$ cat src/rtl/mem_req_arbiter.sv
`default_nettype none
// ============================================================================
// Module   : mem_req_arbiter
// Purpose  : Shares one memory port between the fetch and data masters, and
//            routes each in-order response back to the master that issued it.
// Revision : 1.0 - initial release
// ============================================================================
module mem_req_arbiter #(
    parameter int OUTSTANDING = 2
) (
    input  logic        clk,
    input  logic        resetn,
    input  logic        inst_req,
    input  logic [31:0] inst_addr,
    output logic        inst_addr_ok,
    output logic        inst_data_ok,
    output logic [31:0] inst_rdata,
    input  logic        data_req,
    input  logic        data_wr,
    input  logic [1:0]  data_size,
    input  logic [3:0]  data_wstrb,
    input  logic [31:0] data_addr,
    input  logic [31:0] data_wdata,
    output logic        data_addr_ok,
    output logic        data_data_ok,
    output logic [31:0] data_rdata,
    output logic        mem_req,
    output logic        mem_wr,
    output logic [1:0]  mem_size,
    output logic [3:0]  mem_wstrb,
    output logic [31:0] mem_addr,
    output logic [31:0] mem_wdata,
    input  logic        mem_addr_ok,
    input  logic        mem_data_ok,
    input  logic [31:0] mem_rdata,
    output logic        busy,
    output logic        rsp_err
);

    localparam int PTR_W = $clog2(OUTSTANDING);
    localparam int CNT_W = PTR_W + 1;
    localparam logic [CNT_W-1:0] c_full_cnt = CNT_W'(OUTSTANDING);

    typedef enum logic [1:0] {
        S_IDLE  = 2'd0,
        S_GNT_I = 2'd1,
        S_GNT_D = 2'd2
    } state_t;

    state_t                 r_state;
    state_t                 w_state_nxt;
    logic [CNT_W-1:0]       r_count;
    logic [PTR_W-1:0]       r_wptr;
    logic [PTR_W-1:0]       r_rptr;
    logic [OUTSTANDING-1:0] r_ids;
    logic                   r_rsp_err;

    logic w_full;
    logic w_empty;
    logic w_push;
    logic w_pop;
    logic w_head;

    assign w_full  = (r_count == c_full_cnt);
    assign w_empty = (r_count == '0);
    assign w_push  = mem_req & mem_addr_ok;
    assign w_pop   = mem_data_ok & ~w_empty;
    assign w_head  = r_ids[r_rptr];

    // Address phase: request and fields follow the granted master, zero otherwise.
    always_comb begin
        mem_req   = 1'b0;
        mem_wr    = 1'b0;
        mem_size  = 2'd0;
        mem_wstrb = 4'd0;
        mem_addr  = 32'd0;
        mem_wdata = 32'd0;
        case (r_state)
            S_GNT_I: begin
                mem_req = inst_req & ~w_full;
                if (mem_req) begin
                    mem_size = 2'd2;
                    mem_addr = inst_addr;
                end
            end
            S_GNT_D: begin
                mem_req = data_req & ~w_full;
                if (mem_req) begin
                    mem_wr    = data_wr;
                    mem_size  = data_size;
                    mem_wstrb = data_wstrb;
                    mem_addr  = data_addr;
                    mem_wdata = data_wdata;
                end
            end
            default: ;
        endcase
    end

    assign inst_addr_ok = (r_state == S_GNT_I) & mem_req & mem_addr_ok;
    assign data_addr_ok = (r_state == S_GNT_D) & mem_req & mem_addr_ok;

    // After a handshake the other master wins a tie; from IDLE data wins.
    always_comb begin
        w_state_nxt = S_IDLE;
        case (r_state)
            S_IDLE: begin
                if (data_req)      w_state_nxt = S_GNT_D;
                else if (inst_req) w_state_nxt = S_GNT_I;
            end
            S_GNT_I: begin
                if (w_push) begin
                    if (data_req)      w_state_nxt = S_GNT_D;
                    else if (inst_req) w_state_nxt = S_GNT_I;
                end else if (inst_req) begin
                    w_state_nxt = S_GNT_I;
                end
            end
            S_GNT_D: begin
                if (w_push) begin
                    if (inst_req)      w_state_nxt = S_GNT_I;
                    else if (data_req) w_state_nxt = S_GNT_D;
                end else if (data_req) begin
                    w_state_nxt = S_GNT_D;
                end
            end
            default: w_state_nxt = S_IDLE;
        endcase
    end

    always_ff @(posedge clk or negedge resetn) begin
        if (!resetn) begin
            r_state <= S_IDLE;
        end else begin
            r_state <= w_state_nxt;
        end
    end

    // ID FIFO: one bit per in-flight request, 1 marks a data access.
    always_ff @(posedge clk or negedge resetn) begin
        if (!resetn) begin
            r_ids     <= '0;
            r_wptr    <= '0;
            r_rptr    <= '0;
            r_count   <= '0;
            r_rsp_err <= 1'b0;
        end else begin
            if (w_push) begin
                r_ids[r_wptr] <= (r_state == S_GNT_D);
                r_wptr        <= r_wptr + 1'b1;
            end
            if (w_pop) begin
                r_rptr <= r_rptr + 1'b1;
            end
            case ({w_push, w_pop})
                2'b10:   r_count <= r_count + 1'b1;
                2'b01:   r_count <= r_count - 1'b1;
                default: r_count <= r_count;
            endcase
            if (mem_data_ok && w_empty) begin
                r_rsp_err <= 1'b1;
            end
        end
    end

    assign inst_data_ok = w_pop & ~w_head;
    assign data_data_ok = w_pop & w_head;
    assign inst_rdata   = mem_rdata;
    assign data_rdata   = mem_rdata;
    assign busy         = ~w_empty;
    assign rsp_err      = r_rsp_err;

endmodule
`default_nettype wire

$ cat config.mk
export PLATFORM = sky130hd
export DESIGN_NAME = mem_req_arbiter
export DESIGN_NICKNAME = d
export VERILOG_FILES = /design/src/rtl/mem_req_arbiter.sv
export SDC_FILE = /design/constraint.sdc
export NUM_CORES = 1
export LEC_CHECK = 0
export BUFFER_PORTS_ARGS = -buffer_cell sky130_fd_sc_hd__buf_4
export CORE_AREA = 2 2 109 111
export DETAILED_ROUTE_END_ITERATION = 8
export DIE_AREA = 0 0 111 113
export HOLD_SLACK_MARGIN = 0.02
export SYNTH_ARGS = -nofsm -noshare
export SYNTH_HDL_FRONTEND = slang
export SYNTH_SLANG_ARGS = --single-unit
$ cat constraint.sdc
create_clock -name clk -period 1.9 [get_ports clk]
set_input_delay 0 -clock clk [delete_from_list [all_inputs] [get_ports clk]]
set_output_delay 0 -clock clk [all_outputs]
set_load 0.02 [all_outputs]
==> results.py <==
metrics = {
    "run_status": {
        "outcome": "finished clean",
    },
    "worst_setup_path": {
        "path_cells": "buf_4 -> ha_4 -> nand2_2 -> nor3b_4 -> buf_4 -> clkbuf_16 -> or2_2 -> buf_4",
        "critPathMaxFanout": 17,
        "crit_top_cell": "buf_4",
        "crit_path_start_kind": "flop",
        "slowest_stage": "dfrtp_1",
        "cp-end-kind": "output port",
        "cp.required_ns": 1.90,
        "cp.arrival_ns": 1.84,
        "max_stage_delay_ns": 0.39,
        "setup.worst_path.class": "reg -> out",
    },
    "cts": {
        "tritoncts_num_sinks": 9,
        "clkLatencyLatePin_ns": 0.24,
        "clk_pin_slew_ns": 0.04,
        "cts_buffers": 3,
        "tritoncts": "yes",
        "cts_root_buf": "clkbuf_16",
        "clockBufferDepth": 2,
        "htree_levels": 1,
    },
    "sta": {
        "setup_viol": 0,
        "post-route-min-period_ns": 1.84,
        "hold_violations": 0,
        "period_share_pct": 96.7,
        "slew_viol_final": 0,
        "worst_pin_slew_ns": 0.454,
        "max_freq_ghz": 0.544,
        "hold_ws_ns": 0.0346,
        "finClkSkew_ns": 0.00228,
        "relSlewSlack_pct": 69.6,
    },
    "floorplan": {
        "core_sq_mm": 0.0113,
        "pin_count": 283,
        "fp-row-count": 39,
        "die_area_sq_mm": 0.0125,
        "die_x_um": 111,
        "start_util_pct": 14.5,
        "die_h_um": 113,
    },
    "routing": {
        "vias_per_cell": 3.95,
        "antenna_left": 0,
        "drtIter0Drc": 48,
        "firstDrtPassIters": 5,
        "route.detailed.drc": 0,
        "num_vias": 2001,
        "wire_per_inst_um": 13.3,
        "wirelength_um": 6710,
    },
    "power": {
        "ir_worst_vdd_v": 0.000649,
        "net-switching-power_uw": 896,
        "pwr-share-comb_pct": 66.9,
        "p_leak_nw": 1.70,
        "powerDensity_mw_per_mm2": 656,
        "p_seq_share_pct": 15.4,
        "intPower_mw": 1.26,
        "clkPwrFrac_pct": 17.7,
        "p_sw_share_pct": 41.6,
    },
    "placed_design": {
        "io_buffers": 186,
        "post-dp-hpwl_um": 4970,
        "gp_congestion": 0.746,
        "placed_cell_area_sq_mm": 0.00277,
    },
    "global_routing": {
        "grt_max_degree": 38,
        "grt_pass1_wl_um": 9850,
        "overflow": 0,
        "grt_pass1_vias": 1978,
        "grt_usage_pct": 9.31,
        "antenna_found_initial": 0,
    },
    "worst_hold_path": {
        "hp-class": "in -> reg",
    },
    "synth": {
        "synth_seq_area_share_pct": 13.7,
        "avgSynthCellArea_sq_um": 8.15,
        "synth_flop_cell": "dfrtp_1",
        "syn_nets": 347,
        "ys_async_sr_fraction_pct": 100,
        "synth_cells": 201,
        "ys_types": 31,
        "ys_warn_count": 0,
        "ys_seq_elements": 9,
        "synth-edff-count": 0,
        "synth_area_sq_mm": 0.00164,
    },
    "finish": {
        "drive_above_1_share_pct": 59.5,
        "syn2layout_area_growth_pct": 100,
        "nets": 510,
        "antenna_cells": 0,
        "fin_area_sq_mm": 0.00328,
    },
    "run": {
        "drv_cap": 0,
    },
}
-- critical path: cells and delay by family (launching register included) --
kind	cells	cell delay (ns)
adders and majority gates	1	0.17
DFF	1	0.39
and+or+nand+nor	3	0.42
buffers and inverters	4	0.61
-- cell families after synthesis --
family          Yosys count  synth area share [%]
buf+inv                  83                  34.7
simple gates             55                  21.3
compound gates           41                  21.8
flops                     9                  13.7
xor+xnor                  5                  2.67
fa+ha+maj                 5                  3.82
mux                       3                  1.98
-- power by group through the flow --
stage	registers, mW	logic, mW	clock network, mW
5_1_grt	0.341	1.55	0.394
3_5_place_dp	0.331	1.21	0
6_report	0.332	1.44	0.381
3_3_place_gp	0.329	1.20	0
2_1_floorplan	0.317	0.878	0
4_1_cts	0.329	1.39	0.388
-- synth_stat cells (all sizes together) (2+ instances only) --
library cell | n | area share [%]
and2 | 38 | 15
mux2 | 2 | 1.4
o41a | 2 | 1.4
nor4b | 2 | 1.1
xnor2 | 3 | 1.6
dfrtp | 9 | 14
a21o | 2 | 0.92
nor4 | 2 | 0.76
clkbuf | 3 | 0.69
ha | 5 | 3.8
a22o | 32 | 17
nand2 | 3 | 0.69
buf | 72 | 32
nor2 | 4 | 1.1
xor2 | 2 | 1.1
inv | 8 | 1.8
-- timing repair --
item	in CTS	in global routing
hold endpoints to repair	74	0
pin swaps	0	3
endpoints found under the setup margin	19	41
hold buffers	34	0
gates resized for setup	1	7
cloned	0	1
buffers inserted	0	4
-- layout by cell type (no fill, tap or decap), types with 3 or more instances in the layout --
cell type,netlist,layout
buf_4,64,196
and2_1,38,38
dlygate4sd3_1,0,34
a22o_1,32,31
dfrtp_1,9,9
inv_1,8,7
clkbuf_16,0,4
nor2_1,3,3
xnor2_1,3,3
-- final cells by class --
| type | count | area, sq um |
|---|---|---|
| inverters | 8 | 30.0 |
| multi-input cells | 109 | 893 |
| fillers | 1182 | 7990 |
| clock buffers | 3 | 75.1 |
| well taps | 143 | 179 |
| flip-flops and latches | 9 | 225 |
| clock inverters | 1 | 5.00 |
| repair buffers | 233 | 1880 |
-- state kept, by name, summed over array words and instances, names as in the netlist --
signal / flops
rsp_err: 1
r_wptr: 1
r_ids: 2
r_rptr: 1
r_state: 2
r_count: 2
-- routing by layer --
| layer | track usage [%] | share of wire, % | vias to the layer above | wire length (um) |
|---|---|---|---|---|
| met2 | 17.1 | 53 | 122 | 3530 |
| met4 | 2.00 | 0.85 | 0 | 57 |
| met1 | 11.3 | 38 | 925 | 2570 |
| met3 | 1.71 | 8.2 | 7 | 550 |
| li1 | - | - | 947 | - |
| met5 | 0 | 0 | - | 0 |
-- through the flow --
step,cells,setup WS (ns),setup TNS [ns],util [%],total power [mW]
floorplan,201,0.00791,0,-,1.20
global placement,463,0.118,0,24.6,1.53
detailed placement,463,0.0496,0,24.6,1.55
CTS,501,-0.00250,-0.00250,28.3,2.10
global route,506,-0.0110,-0.0230,29.1,2.29
finish,506,0.0625,0,29.1,2.15
-- final timing paths --
path,from,to,slack [ns],cells past startpoint
worst max-delay path,r_state[1],mem_req,0.06,8
worst min-delay path,data_req,r_state[1],0.03,2
worst max register to register,r_state[1],r_count[1],0.13,8
worst min register to register,rsp_err,rsp_err,0.46,1
max in group asynchronous,resetn,r_state[0],1.65,2
min in group asynchronous,resetn,r_ids[1],0.11,2
Power figures use the tool's default switching activity.
